==> src/rtl/rom_bus_pkg.sv <==
// Shared types and constants for the BIOS ROM bus front end.
package rom_bus_pkg;

  localparam int unsigned ROM_BANKS = 8;
  localparam int unsigned ROM_AW    = 13;
  localparam int unsigned SYS_AW    = 20;

  typedef enum logic [1:0] {
    IDLE   = 2'd0,
    SELECT = 2'd1,
    DRIVE  = 2'd2
  } state_e;

  function automatic logic [ROM_BANKS-1:0] bank_to_cs_n(input logic [2:0] bank);
    logic [ROM_BANKS-1:0] cs_n;
    cs_n       = '1;
    cs_n[bank] = 1'b0;
    return cs_n;
  endfunction

endpackage

==> src/rtl/rom_bus_ctrl_if.sv <==
// System-bus and ROM-side signals of rom_bus_ctrl; slave = controller, master = bus/ROM side.
interface rom_bus_ctrl_if;
  import rom_bus_pkg::*;

  logic                 ale;
  logic [SYS_AW-1:0]    addr_in;
  logic                 memr_n;
  logic [ROM_AW-1:0]    rom_a;
  logic [ROM_BANKS-1:0] rom_cs_n;
  logic [7:0]           rom_d;
  logic [7:0]           dbus_out;
  logic                 dbus_oe;
  logic                 ready;

  modport slave (
    input  ale, addr_in, memr_n, rom_d,
    output rom_a, rom_cs_n, dbus_out, dbus_oe, ready
  );

  modport master (
    output ale, addr_in, memr_n, rom_d,
    input  rom_a, rom_cs_n, dbus_out, dbus_oe, ready
  );
endinterface

==> src/rtl/rom_wait_cnt.sv <==
// 4-bit loadable down-counter with zero flag; paces wait states in SELECT.
module rom_wait_cnt (
  input  logic       clk,
  input  logic       rst_n,
  input  logic       load,
  input  logic [3:0] load_val,
  input  logic       dec,
  output logic       zero
);

  logic [3:0] count_q, count_d;

  always_comb begin
    count_d = count_q;
    if (load) begin
      count_d = load_val;
    end else if (dec && (count_q != '0)) begin
      count_d = count_q - 4'd1;
    end
  end

  always_ff @(posedge clk or negedge rst_n) begin
    if (!rst_n) begin
      count_q <= '0;
    end else begin
      count_q <= count_d;
    end
  end

  assign zero = (count_q == '0);

endmodule

==> src/rtl/rom_bus_ctrl.sv <==
// BIOS ROM bus front end: address latch, bank decode, wait-state insertion, read data drive.
// Optional running byte checksum enabled by defining ROM_CHECKSUM_EN.
module rom_bus_ctrl
  import rom_bus_pkg::*;
#(
  parameter logic [SYS_AW-1:0] BASE_ADDR   = 20'hF0000,
  parameter int unsigned       WAIT_STATES = 2
) (
  input  logic            clk,
  input  logic            reset_n,
  rom_bus_ctrl_if.slave   bus
`ifdef ROM_CHECKSUM_EN
  ,
  input  logic            chk_clr,
  output logic [7:0]      checksum
`endif
);

  localparam logic [3:0] WAIT_LOAD = 4'(WAIT_STATES);

  state_e               state_q, state_d;
  logic [SYS_AW-1:0]    lat_addr_q, lat_addr_d;
  logic [ROM_AW-1:0]    rom_a_q, rom_a_d;
  logic [ROM_BANKS-1:0] cs_n_q, cs_n_d;
  logic [7:0]           dbus_q, dbus_d;
  logic                 cnt_load, cnt_dec, cnt_zero;
  logic                 hit;

  assign hit = (lat_addr_q[19:16] == BASE_ADDR[19:16]);

  // Bank and rom_a are captured into their own flops at trigger time, so a
  // later ALE only moves lat_addr and cannot disturb a cycle in progress.
  always_comb begin
    state_d    = state_q;
    lat_addr_d = lat_addr_q;
    rom_a_d    = rom_a_q;
    cs_n_d     = cs_n_q;
    dbus_d     = dbus_q;
    cnt_load   = 1'b0;
    cnt_dec    = 1'b0;

    if (bus.ale) begin
      lat_addr_d = bus.addr_in;
    end

    unique case (state_q)
      IDLE: begin
        if (!bus.memr_n && !bus.ale && hit) begin
          state_d  = SELECT;
          cs_n_d   = bank_to_cs_n(lat_addr_q[15:13]);
          rom_a_d  = lat_addr_q[ROM_AW-1:0];
          cnt_load = 1'b1;
        end
      end
      SELECT: begin
        if (bus.memr_n) begin
          state_d = IDLE;
          cs_n_d  = '1;
        end else if (cnt_zero) begin
          state_d = DRIVE;
          dbus_d  = bus.rom_d;
        end else begin
          cnt_dec = 1'b1;
        end
      end
      DRIVE: begin
        if (bus.memr_n) begin
          state_d = IDLE;
          cs_n_d  = '1;
        end
      end
      default: begin
        state_d = IDLE;
        cs_n_d  = '1;
      end
    endcase
  end

  always_ff @(posedge clk or negedge reset_n) begin
    if (!reset_n) begin
      state_q    <= IDLE;
      lat_addr_q <= '0;
      rom_a_q    <= '0;
      cs_n_q     <= '1;
      dbus_q     <= '0;
    end else begin
      state_q    <= state_d;
      lat_addr_q <= lat_addr_d;
      rom_a_q    <= rom_a_d;
      cs_n_q     <= cs_n_d;
      dbus_q     <= dbus_d;
    end
  end

  rom_wait_cnt u_wait_cnt (
    .clk      (clk),
    .rst_n    (reset_n),
    .load     (cnt_load),
    .load_val (WAIT_LOAD),
    .dec      (cnt_dec),
    .zero     (cnt_zero)
  );

  assign bus.rom_a    = rom_a_q;
  assign bus.rom_cs_n = cs_n_q;
  assign bus.dbus_out = dbus_q;
  assign bus.dbus_oe  = (state_q == DRIVE);
  assign bus.ready    = (state_q != SELECT);

`ifdef ROM_CHECKSUM_EN
  logic [7:0] chk_q, chk_d;
  logic       capture;

  assign capture = (state_q == SELECT) && !bus.memr_n && cnt_zero;

  // A clear on a capture edge leaves just the captured byte.
  always_comb begin
    chk_d = (chk_clr ? 8'h00 : chk_q) + (capture ? bus.rom_d : 8'h00);
  end

  always_ff @(posedge clk or negedge reset_n) begin
    if (!reset_n) begin
      chk_q <= '0;
    end else begin
      chk_q <= chk_d;
    end
  end

  assign checksum = chk_q;
`endif

endmodule

==> src/flat_wrapper.sv <==
// flat-port wrapper written by rule: the top's interface ports become plain ports
module rom_bus_ctrl_flat import rom_bus_pkg::*;
#(
  parameter logic [SYS_AW-1:0] BASE_ADDR   = 20'hF0000,
  parameter int unsigned       WAIT_STATES = 2
)
  (clk, reset_n, bus_ale, bus_addr_in, bus_memr_n, bus_rom_d, bus_rom_a, bus_rom_cs_n, bus_dbus_out, bus_dbus_oe, bus_ready);
  rom_bus_ctrl_if bus_i ();
  input  logic clk;
  input  logic reset_n;
  input wire logic [$bits(bus_i.ale)-1:0] bus_ale;
  input wire logic [$bits(bus_i.addr_in)-1:0] bus_addr_in;
  input wire logic [$bits(bus_i.memr_n)-1:0] bus_memr_n;
  input wire logic [$bits(bus_i.rom_d)-1:0] bus_rom_d;
  output wire logic [$bits(bus_i.rom_a)-1:0] bus_rom_a;
  output wire logic [$bits(bus_i.rom_cs_n)-1:0] bus_rom_cs_n;
  output wire logic [$bits(bus_i.dbus_out)-1:0] bus_dbus_out;
  output wire logic [$bits(bus_i.dbus_oe)-1:0] bus_dbus_oe;
  output wire logic [$bits(bus_i.ready)-1:0] bus_ready;
  assign bus_i.ale = bus_ale;
  assign bus_i.addr_in = bus_addr_in;
  assign bus_i.memr_n = bus_memr_n;
  assign bus_i.rom_d = bus_rom_d;
  assign bus_rom_a = bus_i.rom_a;
  assign bus_rom_cs_n = bus_i.rom_cs_n;
  assign bus_dbus_out = bus_i.dbus_out;
  assign bus_dbus_oe = bus_i.dbus_oe;
  assign bus_ready = bus_i.ready;
  rom_bus_ctrl #(.BASE_ADDR(BASE_ADDR), .WAIT_STATES(WAIT_STATES)) u_core (.clk(clk), .reset_n(reset_n), .bus(bus_i));
endmodule
==> config.mk <==
export PLATFORM = sky130hd
export DESIGN_NAME = rom_bus_ctrl_flat
export DESIGN_NICKNAME = d
export VERILOG_FILES = /design/src/rtl/rom_bus_pkg.sv /design/src/rtl/rom_bus_ctrl_if.sv /design/src/rtl/rom_wait_cnt.sv /design/src/rtl/rom_bus_ctrl.sv /design/src/flat_wrapper.sv
export SDC_FILE = /design/constraint.sdc
export NUM_CORES = 1
export LEC_CHECK = 0
export CAP_MARGIN = 5
export CORE_MARGIN = 2
export CORE_UTILIZATION = 45
export CTS_CLUSTER_DIAMETER = 120
export DETAILED_ROUTE_END_ITERATION = 16
export GPL_ROUTABILITY_DRIVEN = 1
export PLACE_DENSITY_LB_ADDON = 0.3
export SYNTH_ARGS = -nofsm -noshare
export SYNTH_HDL_FRONTEND = slang
export SYNTH_SLANG_ARGS = --single-unit
==> constraint.sdc <==
create_clock -name clk -period 5.15 [get_ports clk]
set_clock_uncertainty 0.1 [all_clocks]
set_input_delay 1.03 -clock clk [delete_from_list [all_inputs] [get_ports clk]]
set_output_delay 1.03 -clock clk [all_outputs]
set_load 0.02 [all_outputs]
==> run metrics, run 1 <==
GRT Util Overall=0.171; placed cells=between 200 and 300; status=complete, no violations; worst reg2reg path depth=4; Min Clock Period, post-route=3.48 ns; post-synthesis average cell area=14.7 um2; DP Area=0.00294 mm2; family with the most delay on the worst path=simple AND/OR/NAND/NOR gates; Crit Path Class=input pin to flop; Worst EP arrival=3.57 ns; Die Y=~75 um; reg2reg setup slack=roughly 3.1 ns; synth warn=0; Routed Antenna Nets=0; Via density=5.06; remaining routing DRC violations=0; Die X-Extent=74.9 um; H-tree lvl count=2; gp weighted congestion=0.749; wire length per cell=roughly 15 um; worst path required time=roughly 5.2 ns; post-CTS resize count=0; Reg2Reg Launch Point=u_core.lat_addr_q[19]; most area-consuming cells after synthesis=dfrtp_1 52%, mux2_2 21%, dfstp_2 9.3%; maximum clock insertion buffer count=2; commonest non-fill, non-tap cell in the layout=clkdlybuf4s50_1; Worst setup startpoint=bus_ale; share of layout cells above drive strength 1=0.299; final WL=4.32 mm; n_diodes=0; fmax=287 MHz; DPL Wire Length=3.24 mm; DRT Pass-1 Iters=4; Rows=25; sequential group share of total power=0.424; Seq/Total Area, Yosys=0.612; most frequent cells in the layout=61 x clkdlybuf4s50_1, 47 x dfrtp_1, 43 x mux2_2; share of Yosys cell area claimed by the top area cell type=0.520; worst reg2reg path endpoint=u_core.bus.rom_a[9]; Synth cell types=31; worst-skew pair later-pin latency=approximately 0.30 ns; final cell count without fillers=288; max incr delay on CP=0.90 ns; final setup vio count=0; Final TNS setup=0 ns; Crit. End Element=flop; post-layout util=0.644; initial antenna violation count=0; Clock Power Share=0.201; EDFF count, synth=0; crit share post-route=0.676; Root Driver=clkbuf_8; FFs w/ async S/R, synth=1.00; overall die area=0.00561 mm2; total gr overflow=0; Mapped Area=around 0.0023 mm2; hold depth=1; part of the power in combinational logic=0.375; hold-fix buffers at CTS=0; Int Power=0.000957 W; max-slew violation count=0; Setup WS pre-CTS=1.28 ns; fin nets=~260; FF+latch count, synth=55; vias in the first global route=1553; I/O pin cnt=63; Hold EP=u_core.bus.rom_a[12]; Mapped Cells=154; Port Buf Inserts=62; Psw=0.000447 W; RSZ-0062 raised after global routing=false; Net Sw Frac=0.318; Peak VDD IR=~0.00022 V; Hold Startpoint=u_core.lat_addr_q[12]; clock sink total=55; Worst-Margin Slew=0.946 ns; Pwr Density=~460 mW/mm2; P_leak=1.31 nW; CTS tree=yes; Worst-path clk slew=0.10 ns; DR vias=between 1000 and 1500; pin count of the biggest net entering global routing=56; Initial Util=0.473; area growth from synthesis to layout=36.2%; Worst Slack Setup Final=approximately 1.7 ns; TritonCTS Buffers=5; CP bufs+invs=1; Max FO, Critical Path=22; cell area after layout=approximately 0.003 mm2; final hold violation count=0; WP depth=4; global-route wire length before repair=approximately 7.2 mm; Hold Path Class=flop to flop; leading area contributor after synthesis=dfrtp_1; Worst slew margin=0.367; postcts setup bufs=0; Max Cap Viol=0; predominant post-synthesis flop cell=dfrtp_1; violation count after the first detailed-route iteration=51; syn nets=192; Worst Setup Start Kind=input pin; Worst path slowest cell=clkdlybuf4s50_1; core area=0.00479 mm2; worst-path cell chain=clkdlybuf4s50_1 > nor4_1 > and2_1 > mux2_2
layer usage:
metal	GRT usage	part of all wire
met1	0.211	0.41
met5	0	0
met4	0.0774	0.026
met3	0.0455	0.047
met2	0.282	0.52
power by group through the flow:
stage                     Combinational [W]  Sequential, W  Clock (W)
after global placement             0.000510       0.000596          0
final                              0.000526       0.000595   0.000283
after global routing               0.000575       0.000609   0.000308
after floorplan                    0.000224       0.000673          0
after detailed placement           0.000530       0.000603          0
after CTS                          0.000532       0.000596   0.000292
stage by stage:
step	hold WS, ns	power (W)
detailed placement	0.392	0.00113
CTS	0.420	0.00142
finish	0.404	0.00140
floorplan	0.375	0.000897
global route	0.427	0.00149
global placement	0.385	0.00111
how the worst max path moves through the flow:
| stage | to | slack [ns] |
|---|---|---|
| floorplan | u_core.bus.rom_a[10] | 2.73 |
| global placement | u_core.bus.rom_a[0] | 1.43 |
| detailed placement | u_core.bus.rom_a[4] | 1.28 |
| CTS | u_core.bus.rom_a[4] | 1.63 |
| global route | u_core.bus.rom_a[10] | 1.44 |
| finish | u_core.bus.rom_a[9] | 1.67 |
sequential cells by signal, indices dropped and copies added, names as in the netlist:
name and flops:
u_core.state_q 2, u_core.lat_addr_q 20, u_core.bus.rom_cs_n 8, u_core.bus.dbus_out 8, u_core.u_wait_cnt.count_q 4, u_core.bus.rom_a 13
cells by family after synthesis:
group | count (synthesis) | synth area share
muxes | 44 | 0.218
DFF | 55 | 0.612
buffers and inverters | 10 | 0.0188
xor gates and xnor gates | 1 | 0.00387
adders and majority gates | 6 | 0.0332
and+or+nand+nor | 25 | 0.0619
AOI/OAI and AO/OA | 13 | 0.0514
synth_stat cells (2+ instances only):
cell and count:
nand2_1 8, nor2_1 4, dfrtp_1 47, nor3_1 2, o32a_1 6, buf_1 2
nand3b_1 2, mux2_2 43, dfstp_2 8, ha_1 6, inv_1 6
layout make-up:
class	count	area, um2
clock buffers	5	68.8
repair buffers	63	643
inverters	6	22.5
flip-flops and latches	55	1390
well taps	67	83.8
fillers	357	1700
clock inverters	3	43.8
multi-input cells	89	835
Note: power is estimated with default switching activity, not from simulation.
==> run 2: changes to the inputs <==
Settings changed: CORE_UTILIZATION 45 to 43.
Clock period 5.15 ns to 3.12 ns, I/O delays scaled along.
==> run 2 against run 1 <==
Die area up 4.4%; sequential share of layout area down 0.61 points; register-to-register slack worse by 1.9 ns; critical path depth unchanged; setup slack worse by 0.93 ns; total power up 70%; cell count rose by 2.1%; via count is 0.75% higher; count of clock-buffer cells in the layout did not move; sequential power increased by 64%.
==> run metrics, run 2 (synthesis results as in run 1) <==
DRT Pass-1 Iters=3 (-1); Crit Path Class=flop to primary output; P_leak=1.33 nW (+1.4%); worst reg2reg path depth=5 (+1); DPL Wire Length=3.02 mm (-6.8%); sequential group share of total power=0.408 (-0.016); Int Power=0.00166 W (+73%); fin nets=261 (+1.2%); final hold violation count=0 (unchanged); Worst setup startpoint=u_core.state_q[1]; gp weighted congestion=0.747 (-0.28%); Root Driver=clkbuf_8; Rows=26 (+4.0%); clock sink total=55 (unchanged); wire length per cell=14.3 um (-4.8%); post-CTS resize count=0 (unchanged); core area=0.00511 mm2 (+6.7%); Reg2Reg Launch Point=u_core.u_wait_cnt.count_q[0]; GRT Util Overall=0.157 (-0.0140); max FFs per register=20 (unchanged); Worst slew margin=0.572 (+0.205); met1 wire length=1.85 mm (+5.3%); H-tree lvl count=2 (unchanged); part of the power in combinational logic=0.362 (-0.013); Worst-path clk slew=0.10 ns (about the same); Port Buf Inserts=62 (unchanged); Hold Path Class=input pin to asynchronous set/reset pin; Reg with most FFs=u_core.lat_addr_q; maximum clock insertion buffer count=2 (unchanged); violation count after the first detailed-route iteration=60 (+18%); worst reg2reg path endpoint=u_core.bus.dbus_out[0]; vias in the first global route=1567 (+0.90%); Max Cap Viol=0 (unchanged); top sig layer=met4; Pwr Density=765 mW/mm2 (+68%); Min Clock Period, post-route=2.38 ns; Worst EP arrival=1.65 ns (-1.92 ns); initial antenna violation count=0 (unchanged); I/O pin cnt=63 (unchanged); Via density=4.99 (-1.3%); most frequent cells in the layout=61 x clkdlybuf4s50_1, 47 x dfrtp_1, 43 x mux2_2; Clock Power Share=0.229 (+0.028); CTS tree=yes; Max FO, Critical Path=3 (-86%); Worst-Margin Slew=0.641 ns (-0.305 ns); reg2reg setup slack=1.18 ns (-1.90 ns); worst path required time=2.40 ns (-2.84 ns); metal3 WL=237 um (+16%); worst-skew pair later-pin latency=0.30 ns (about the same); overall die area=0.00586 mm2 (+4.4%); crit share post-route=0.762; n_diodes=0 (unchanged); TritonCTS Buffers=5 (unchanged); final setup vio count=0 (unchanged); remaining routing DRC violations=0 (unchanged); max-slew violation count=0 (unchanged); final WL=4.20 mm (-2.8%); Worst Setup Start Kind=flop; Detail Route met2 WL=2.07 mm (-7.5%); Die Y=76.6 um (+2.2%); total gr overflow=0 (unchanged); global-route wire length before repair=7.38 mm (+3.2%); fmax=421 MHz; Net Sw Frac=0.305 (-0.0129); pin count of the biggest net entering global routing=29 (-48%); status=complete, no violations; share of layout cells above drive strength 1=0.308 (+0.00939); Die X-Extent=76.6 um (+2.2%); Peak VDD IR=0.000316 V (+44%); commonest non-fill, non-tap cell in the layout=clkdlybuf4s50_1; Final TNS setup=0 ns (unchanged); Routed Antenna Nets=0 (unchanged); DR vias=1468 (+0.75%); postcts setup bufs=0 (unchanged); Psw=0.000730 W (+63%); Hold Worst Slack=0.232 ns (-0.172 ns); Crit. End Element=primary output; hold-fix buffers at CTS=0 (unchanged); RSZ-0062 raised after global routing=false; Initial Util=0.443 (-0.0298); area growth from synthesis to layout=38.1%
-- run 2: critical path, stage by stage (launching register included) --
cell	delay [ns]
dfrtp_1	0.38
inv_1	0.08
ha_1	0.22
inv_1	0.08
clkdlybuf4s50_1	0.60
-- run 2: final cells by class --
class                           instances  area [um2]
Clock inverter                          3        67.6
Fill cell                             443        1980
Sequential cell                        55        1390
Tap cell                               70        87.6
Timing Repair Buffer                   66         658
Inverter                                6        22.5
Multi-Input combinational cell         89         835
Clock buffer                            5        68.8
-- run 2: metrics by stage --
stage | setup WS (ns) | instance area (um2) | instances | total power, W | utilization
final | 0.742 | 3130 | 294 | 0.00239 | 0.612
after CTS | 0.734 | 3130 | 294 | 0.00242 | 0.612
after global placement | 0.497 | 2990 | 286 | 0.00184 | 0.585
after detailed placement | 0.480 | 2990 | 286 | 0.00186 | 0.585
after floorplan | 1.11 | 2260 | 154 | 0.00148 | -
after global routing | 0.636 | 3130 | 294 | 0.00254 | 0.612
-- run 2: power by group through the flow --
stage / clock network (W) / logic (W) / registers (W)
2_1_floorplan: 0 / 0.000370 / 0.00111
3_3_place_gp: 0 / 0.000858 / 0.000984
3_5_place_dp: 0 / 0.000873 / 0.000989
4_1_cts: 0.000567 / 0.000879 / 0.000978
5_1_grt: 0.000597 / 0.000936 / 0.00100
6_report: 0.000548 / 0.000865 / 0.000976
-- run 2: how the worst max path moves through the flow --
stage                                  end  slack, ns  cells past startpoint
CTS                              bus_ready       0.73                      4
detailed placement  u_core.bus.rom_cs_n[3]       0.48                      4
global placement    u_core.bus.rom_cs_n[0]       0.50                      4
floorplan             u_core.bus.rom_a[10]       1.11                      5
global route        u_core.bus.rom_cs_n[0]       0.64                      4
finish                           bus_ready       0.74                      4
-- run 2: routing by layer --
layer  global-route usage  vias up
met2                0.258       38
met1                0.199      741
met5                    0        -
met4               0.0491        0
met3               0.0486        4
li1                     -      685
